--- config.mk ---
export PLATFORM = sky130hd
export DESIGN_NAME = stepper4pin_monitor
export DESIGN_NICKNAME = d
export VERILOG_FILES = /design/src/rtl/stepper4pin_monitor.sv
export SDC_FILE = /design/constraint.sdc
export NUM_CORES = 1
export LEC_CHECK = 0
export CORE_MARGIN = 2
export CORE_UTILIZATION = 45
export CTS_CLUSTER_SIZE = 16
export DETAILED_ROUTE_END_ITERATION = 8
export PLACE_DENSITY = 0.69
export SYNTH_ARGS = -nofsm -noshare
export SYNTH_HDL_FRONTEND = slang
export SYNTH_SLANG_ARGS = --single-unit
--- constraint.sdc ---
create_clock -name clk -period 4.15 [get_ports clk]
set_input_delay 0.415 -clock clk [delete_from_list [all_inputs] [get_ports clk]]
set_output_delay 0.415 -clock clk [all_outputs]
set_load 0.05 [all_outputs]
--- src/rtl/stepper4pin_monitor.sv ---
// stepper4pin_monitor: synchronises and filters 4-wire stepper phase pins, decodes the
// 8-phase half-step sequence and tracks position, direction, step period and errors.
module stepper4pin_monitor #(
  parameter int FILTER   = 2,
  parameter int PERIOD_W = 32
) (
  input  logic                clk,
  input  logic                rst,
  input  logic                enable,
  input  logic                clear,
  input  logic                a1,
  input  logic                a2,
  input  logic                b1,
  input  logic                b2,
  output logic signed [31:0]  position,
  output logic                direction,
  output logic                step_pulse,
  output logic [PERIOD_W-1:0] step_period,
  output logic                idle,
  output logic                error_pulse,
  output logic [15:0]         error_count
);
  // state    | meaning
  // UNSEEDED | no trusted phase; the next valid pattern only seeds it
  // SEEDED   | phase holds the last accepted valid phase
  typedef enum logic {UNSEEDED, SEEDED} state_t;

  localparam int CW = $clog2(FILTER + 2);
  localparam logic [CW-1:0] CNT_MAX = '1;
  localparam logic [PERIOD_W-1:0] PMAX = '1;
  localparam logic [PERIOD_W-1:0] PONE = {{(PERIOD_W-1){1'b0}}, 1'b1};

  logic [3:0]          sync1, sync2, cand, filt;
  logic [CW-1:0]       stable_cnt;
  logic [2:0]          phase, new_phase, d;
  logic                new_valid, accept, load, step, err;
  logic signed [3:0]   delta;
  logic signed [31:0]  delta_ext;
  logic [PERIOD_W-1:0] period_cnt;
  state_t              state, state_nxt;

  generate
    if (FILTER == 0) begin : g_nofilt
      assign accept = 1'b1;
    end else begin : g_filt
      localparam logic [CW-1:0] FLIM = CW'(FILTER - 1);
      assign accept = (sync2 == cand) && (stable_cnt >= FLIM);
    end
  endgenerate

  always_comb begin
    new_valid = 1'b1;
    new_phase = 3'd0;
    case (sync2)
      4'b1000: new_phase = 3'd0;
      4'b1100: new_phase = 3'd1;
      4'b0100: new_phase = 3'd2;
      4'b0110: new_phase = 3'd3;
      4'b0010: new_phase = 3'd4;
      4'b0011: new_phase = 3'd5;
      4'b0001: new_phase = 3'd6;
      4'b1001: new_phase = 3'd7;
      default: new_valid = 1'b0;
    endcase
  end

  assign d         = new_phase - phase;
  assign delta_ext = {{28{delta[3]}}, delta};
  assign idle      = (filt == 4'b0000);

  // An unseeded decoder also reacts to an unchanged valid pattern so that
  // re-enabling on a steady phase seeds without waiting for the next step.
  always_comb begin
    state_nxt = state;
    load      = 1'b0;
    step      = 1'b0;
    err       = 1'b0;
    delta     = '0;
    if (!enable) begin
      state_nxt = UNSEEDED;
    end else if (accept && ((sync2 != filt) || (state == UNSEEDED && new_valid))) begin
      if (sync2 == 4'b0000) begin
        state_nxt = UNSEEDED;
      end else if (!new_valid) begin
        err = (sync2 != filt);
      end else if (state == UNSEEDED) begin
        state_nxt = SEEDED;
        load      = 1'b1;
      end else if (d == 3'd4) begin
        err  = 1'b1;
        load = 1'b1;
      end else if (d != 3'd0) begin
        step  = 1'b1;
        load  = 1'b1;
        delta = {d[2], d};
      end
    end
  end

  always_ff @(posedge clk or posedge rst) begin
    if (rst) begin
      sync1       <= '0;
      sync2       <= '0;
      cand        <= '0;
      filt        <= '0;
      stable_cnt  <= '0;
      state       <= UNSEEDED;
      phase       <= '0;
      position    <= '0;
      direction   <= 1'b0;
      step_pulse  <= 1'b0;
      error_pulse <= 1'b0;
      error_count <= '0;
      step_period <= PMAX;
      period_cnt  <= '0;
    end else begin
      sync1 <= {b2, b1, a2, a1};
      sync2 <= sync1;
      cand  <= sync2;
      if (sync2 != cand) stable_cnt <= '0;
      else if (stable_cnt != CNT_MAX) stable_cnt <= stable_cnt + 1'b1;
      if (accept) filt <= sync2;
      state <= state_nxt;
      if (load) phase <= new_phase;
      step_pulse  <= step;
      error_pulse <= err;
      if (step) direction <= ~delta[3];
      if (clear) position <= step ? delta_ext : '0;
      else if (step) position <= position + delta_ext;
      if (clear) error_count <= {15'd0, err};
      else if (err && error_count != 16'hFFFF) error_count <= error_count + 16'd1;
      if (step) begin
        step_period <= (period_cnt == PMAX) ? PMAX : period_cnt + PONE;
        period_cnt  <= '0;
      end else if (period_cnt != PMAX) begin
        period_cnt <= period_cnt + PONE;
      end
    end
  end
endmodule

# --- After elaboration in Yosys (flattened, before gate mapping) ---
# Index checks and enable logic that the tools add are counted.
totals:
  reg_bits: 137
  input_bits: 8
  out_inout_bits: 84
op_classes:
  n_addsub: 5
  magnitude_cmp: 1
  n_eq_ne: 18
  muxes: 42
  bitwise_logic: 2
  n_reduce_logical: 14
op_table:
  columns: ["op", "count"]
  rows:
  - ["32-bit 2-to-1 mux", 6]
  - ["32-bit by 1-bit adder with 32-bit output (second input constant)", 1]
  - ["32-bit by 4-bit adder with 32-bit output", 1]
  - ["32-bit equality test (second input constant)", 1]
  - ["16-bit 2-to-1 mux", 2]
  - ["32-bit inequality test (second input constant)", 1]
  - ["4-bit 2-to-1 mux", 7]
  - ["1-bit 2-to-1 mux", 24]
  - ["3-bit one-hot mux with 7 select lines", 1]
  - ["16-bit by 1-bit adder with 16-bit output (second input constant)", 1]
  - ["16-bit inequality test (second input constant)", 1]
  - ["4-bit equality test (second input constant)", 3]
  - ["4-bit by 2-bit equality test with 1-bit output (second input constant)", 2]
  - ["4-bit by 3-bit equality test with 1-bit output (second input constant)", 2]
  - ["4-bit logical NOT", 2]
  - ["4-bit inequality test", 2]
  - ["2-bit nonzero test", 4]
  - ["8-bit OR reduction", 1]
  - ["4-bit by 1-bit equality test with 1-bit output (second input constant)", 1]
  - ["4-bit equality test", 1]
  - ["1-bit logical AND", 4]
  - ["2-bit 2-to-1 mux", 2]
  - ["3-bit equality test (second input constant)", 1]
  - ["3-bit by 1-bit inequality test with 1-bit output (second input constant)", 1]
  - ["other kinds (9)", 10]

# --- Longest topological paths before layout ---
logic_depth:
  word_depth: 14
  depth_mapped: 22
  mapped_depth_nobuf: 20

# --- Worst setup path before layout ---
# Ideal clock, no wire load.
synth_timing:
  path_type: "register -> register"
  from: "register sync2[3]"
  to: "register position[24]"
  setup_time_ns: 0.133
  arrival_ns: 4.221
  required_ns: 4.017
  slack_ns: -0.204
  path_stages_with_launch: 22
  path_buffers: 1
  synth_period_minus_slack_ns: 4.354
  path_cell_list: "dfrtp_1 > buf_6 > and2_4 > or3_1 > ha_1 > inv_1 > fa_1 > xor2_1 > nor3_1 > nor2_1 > nand2_1 > inv_2 > ha_1 > nor2b_1 > o31a_1 > o221ai_1 > a21oi_1 > o31ai_1 > a21oi_1 > o21ai_1 > xor2_1 > o211ai_1"
synth_via:
  elab_chain_cells: 14
synth_lines:
  columns: ["item", "line_no", "rtl"]
  rows:
  - ["from (decl)", "33", "logic [3:0] sync1, sync2, cand, filt;"]
  - ["from (signal assigned)", "118", "sync2 <= sync1;"]
  - ["4-bit equality test, or another cell as far along", "54", "case (sync2)"]
  - ["3-bit one-hot mux with 7 select lines", "54", null]
  - ["3-bit subtractor", "67", "assign d = new_phase - phase;"]
  - ["3-bit nonzero test", "92", "end else if (d != 3'd0) begin"]
  - ["4-bit 2-to-1 mux", "92", null]
  - ["4-bit 2-to-1 mux", "89", "end else if (d == 3'd4) begin"]
  - ["4-bit 2-to-1 mux", "86", "end else if (state == UNSEEDED) begin"]
  - ["4-bit 2-to-1 mux", "84", "end else if (!new_valid) begin"]
  - ["4-bit 2-to-1 mux", "82", "if (sync2 == 4'b0000) begin"]
  - ["4-bit 2-to-1 mux", "81", "end else if (accept && ((sync2 != filt) || (state == UNSEEDED && new_valid))) begin"]
  - ["4-bit 2-to-1 mux", "79", "if (!enable) begin"]
  - ["32-bit by 4-bit adder with 32-bit output", "129", "else if (step) position <= position + delta_ext;"]
  - ["32-bit 2-to-1 mux", "129", null]
  - ["32-bit 2-to-1 mux", "128", "if (clear) position <= step ? delta_ext : '0;"]
  - ["to (signal assigned)", "128", null]
  - ["to (signal assigned)", "129", null]
  - ["to (decl)", "15", "output logic signed [31:0] position,"]
# Parallel ways exist; a longest one is shown, timed or not. The select of a mux whose other input is x is not followed.
# A chain may end at the register's enable or synchronous reset.

# --- Worst setup path in the final report ---
layout_timing:
  from: "register sync2[1]"
  to: "register position[31]"
# Same word-level chain as after synthesis.

==> results.sh <==
export IMPL_die_area_sq_um=18400
export IMPL_setup_slack_ps=72.7
export IMPL_rr_worst_depth=20
export IMPL_required_ps=4400
export IMPL_drcViolationCount=0
export IMPL_syn_num_nets=879
export IMPL_holdPathStages=0
export IMPL_grt_antenna_before_repair=0
export IMPL_synth_seq_cells=137
export IMPL_netlist_cell_type_count=66
export IMPL_ctsHoldBuffers=0
export IMPL_synth_area_leaders="dfrtp_1 34%, dfstp_2 11%, ha_1 5.8%"
export IMPL_synth_top_area_share_pct=33.7
export IMPL_pwr_density_cell_nw_per_um2=369
export IMPL_core_area_sq_um=17100
export IMPL_die_h_um=136
export IMPL_fin_nets=1013
export IMPL_clock_sinks=137
export IMPL_gp_congestion=0.895
export IMPL_drt_iter0_markers=307
export IMPL_fin_crit_sh_pct=98.2
export IMPL_tightest_slew_ps=935
export IMPL_critPathSlowestCell="fa_2"
export IMPL_synthCells=833
export IMPL_arrival_ps=4320
export IMPL_peakVddDrop_v=0.000284
export IMPL_path_cells="and2_4 > or3_4 > ha_4 > inv_2 > fa_2 > o21ai_4 > inv_2 > nand2_4 > inv_6 > buf_4 > ha_4 > a21oi_4 > o221ai_2 > a21oi_2 > a21oi_4 > a21o_1 > a21o_1 > a21oi_2 > a2bb2oi_1 > o211ai_1"
export IMPL_grt_setup_unrepaired="yes"
export IMPL_yosysWarnings=0
export IMPL_htree_levels=4
export IMPL_max_freq_mhz=245
export IMPL_ant_nets=0
export IMPL_yosys_top_cells_count="105 x dfrtp_1, 93 x nor2_1, 86 x nand2_1"
export IMPL_synth_area_sq_um=7790
export IMPL_top_level_ports=92
export IMPL_min_path_type="flop to flop"
export IMPL_synth_seq_area_share_pct=44.5
export IMPL_start_kind="flop"
export IMPL_post_route_cell_area_sq_um=10300
export IMPL_wl_per_cell_um=15.7
export IMPL_cts_clk_slew_worst_paths_ps=60
export IMPL_yosysMostFrequentCell="dfrtp_1"
export IMPL_fin_cells=1205
export IMPL_cts_tree="built"
export IMPL_grt_start_max_net_pins=100
export IMPL_routed_via_density=5.41
export IMPL_initial_utilization_pct=45.5
export IMPL_yosysTopAreaCell="dfrtp_1"
export IMPL_root_buffer="clkbuf_16"
export IMPL_dp_worst_setup_slack_ps=-96.3
export IMPL_dr_pass1_iters=6
export IMPL_synthFlopType="dfrtp_1"
export IMPL_die_width_um=136
export IMPL_post_place_cells=1168
export IMPL_maxCapViolCount=0
export IMPL_drive_gt1_share_pct=22.2
export IMPL_p_leak_uw=0.00430
export IMPL_rows=48
export IMPL_multi_input_area_sq_um=4440
export IMPL_dp_hpwl_mm=12.4
export IMPL_grt_first_pass_wirelength_mm=30.2
export IMPL_place_area_sq_um=9220
export IMPL_grt_ovfl_total=0
export IMPL_synthArstFlopShare_pct=100
export IMPL_outcome="finished clean"
export IMPL_slew_headroom_pct=37.7
export IMPL_cts_buffers=17
export IMPL_vias=6524
export IMPL_fillCellCount=1483
export IMPL_syn_avg_cell_area_sq_um=9.35
export IMPL_cp_max_fo=7
export IMPL_finalHoldViolCount=0
export IMPL_setup_tns_ps=0
export IMPL_seq_area_sq_um=3470
export IMPL_cts_buffer_depth=2
export IMPL_setup_viol=0
export IMPL_cp_end_kind="flop"
export IMPL_critPathKind="flop to flop"
export IMPL_slowest_delay_ps=450
export IMPL_antenna_cells=0
export IMPL_io_buffers=91
export IMPL_synth_edf_count=0
export IMPL_clock_latency_ps=420
export IMPL_min_period_ps=4080
export IMPL_syn_to_final_growth_pct=31.6
export IMPL_skew_ps=10.0
export IMPL_grt_pass1_vias=6317
export IMPL_grt_usage_pct=20.6
export IMPL_wl_mm=18.9
export IMPL_drv_slew=0
cells in the final DEF, fill, tap and decap left out, types with 6 or more instances in the layout:
cell type | netlist | routed
a21o_1 | 11 | 11
a21oi_1 | 48 | 34
a21oi_2 | 0 | 11
a31oi_1 | 15 | 14
and2_1 | 13 | 12
and3_1 | 12 | 12
buf_4 | 6 | 61
clkbuf_16 | 0 | 17
clkdlybuf4s50_1 | 0 | 90
dfrtp_1 | 105 | 105
dfstp_2 | 32 | 32
ha_1 | 36 | 22
ha_4 | 0 | 13
inv_1 | 21 | 19
mux2i_1 | 13 | 13
nand2_1 | 86 | 85
nand3_1 | 28 | 26
nand4_1 | 11 | 11
nor2_1 | 93 | 87
nor3_1 | 10 | 9
o21a_1 | 10 | 10
o21ai_0 | 24 | 22
o21ai_1 | 67 | 66
or3_1 | 7 | 6
xnor2_1 | 28 | 28
xor2_1 | 34 | 33
what timing repair did:
| action | 4_1_cts | 5_1_grt |
|---|---|---|
| pin swaps | 5 | 26 |
| setup endpoints to repair | 13 | 22 |
| gates resized for setup | 21 | 56 |
| setup buffers | 0 | 5 |
routing by layer:
metal	wire length [um]	track usage, %	vias to the layer above	share of wire [%]
li1	-	-	3198	-
met4	320	6.71	0	1.7
met2	9240	34.8	156	49
met1	8550	26.6	3141	45
met3	760	3.97	29	4.0
met5	0	0	-	0
path summary, 6_finish.rpt:
check	from	to	slack, ps
max in group asynchronous	rst	step_period[2]	2690
min	sync1[1]	sync2[1]	360
min reg2reg	sync1[1]	sync2[1]	360
max	sync2[1]	position[31]	70
max reg2reg	sync2[1]	position[31]	70
min in group asynchronous	rst	period_cnt[26]	570
sequential cells by signal, summed over array words and instances, names as in the netlist:
signal / count
position: 32
error_count: 16
phase: 3
state: 1
filt: 4
cand: 4
sync2: 4
period_cnt: 32
sync1: 4
direction: 1
step_pulse: 1
stable_cnt: 2
error_pulse: 1
step_period: 32
per-stage QoR:
step / hold WS [ps] / utilization [%] / power [uW]
floorplan: 331 / - / 2120
global placement: 342 / 53.9 / 2280
detailed placement: 353 / 53.9 / 2300
CTS: 371 / 58.0 / 3810
global route: 375 / 59.9 / 3980
finish: 364 / 59.9 / 3790
critical path, delay by kind of cell, from the launching register on:
| family | cells | cell delay [ps] |
|---|---|---|
| AO/OA/AOI/OAI | 10 | 1630 |
| buffers and inverters | 4 | 370 |
| flip-flops | 1 | 410 |
| AND/OR/NAND/NOR | 3 | 610 |
| adder cells (fa/ha/maj) | 3 | 870 |
final cells by class:
cell class	count	share of cell area, %
Timing Repair Buffer	154	13.5
Multi-Input combinational cell	634	43.3
Clock buffer	18	4.19
Clock inverter	14	1.45
Inverter	23	0.940
Sequential cell	137	33.8
Tap cell	225	2.75
power breakdown:
part	internal (uW)	total, uW	switching [uW]
Clock	887	1490	605
Sequential	1490	1650	159
Combinational	278	643	366
cells by family after synthesis:
logic type      synth area share [%]
flops                           44.5
simple gates                    18.3
compound gates                  16.5
fa+ha+maj                       6.30
buf+inv                         4.00
xor+xnor                        7.80
mux                             2.54
No activity file was read; power rests on OpenSTA's default activity.
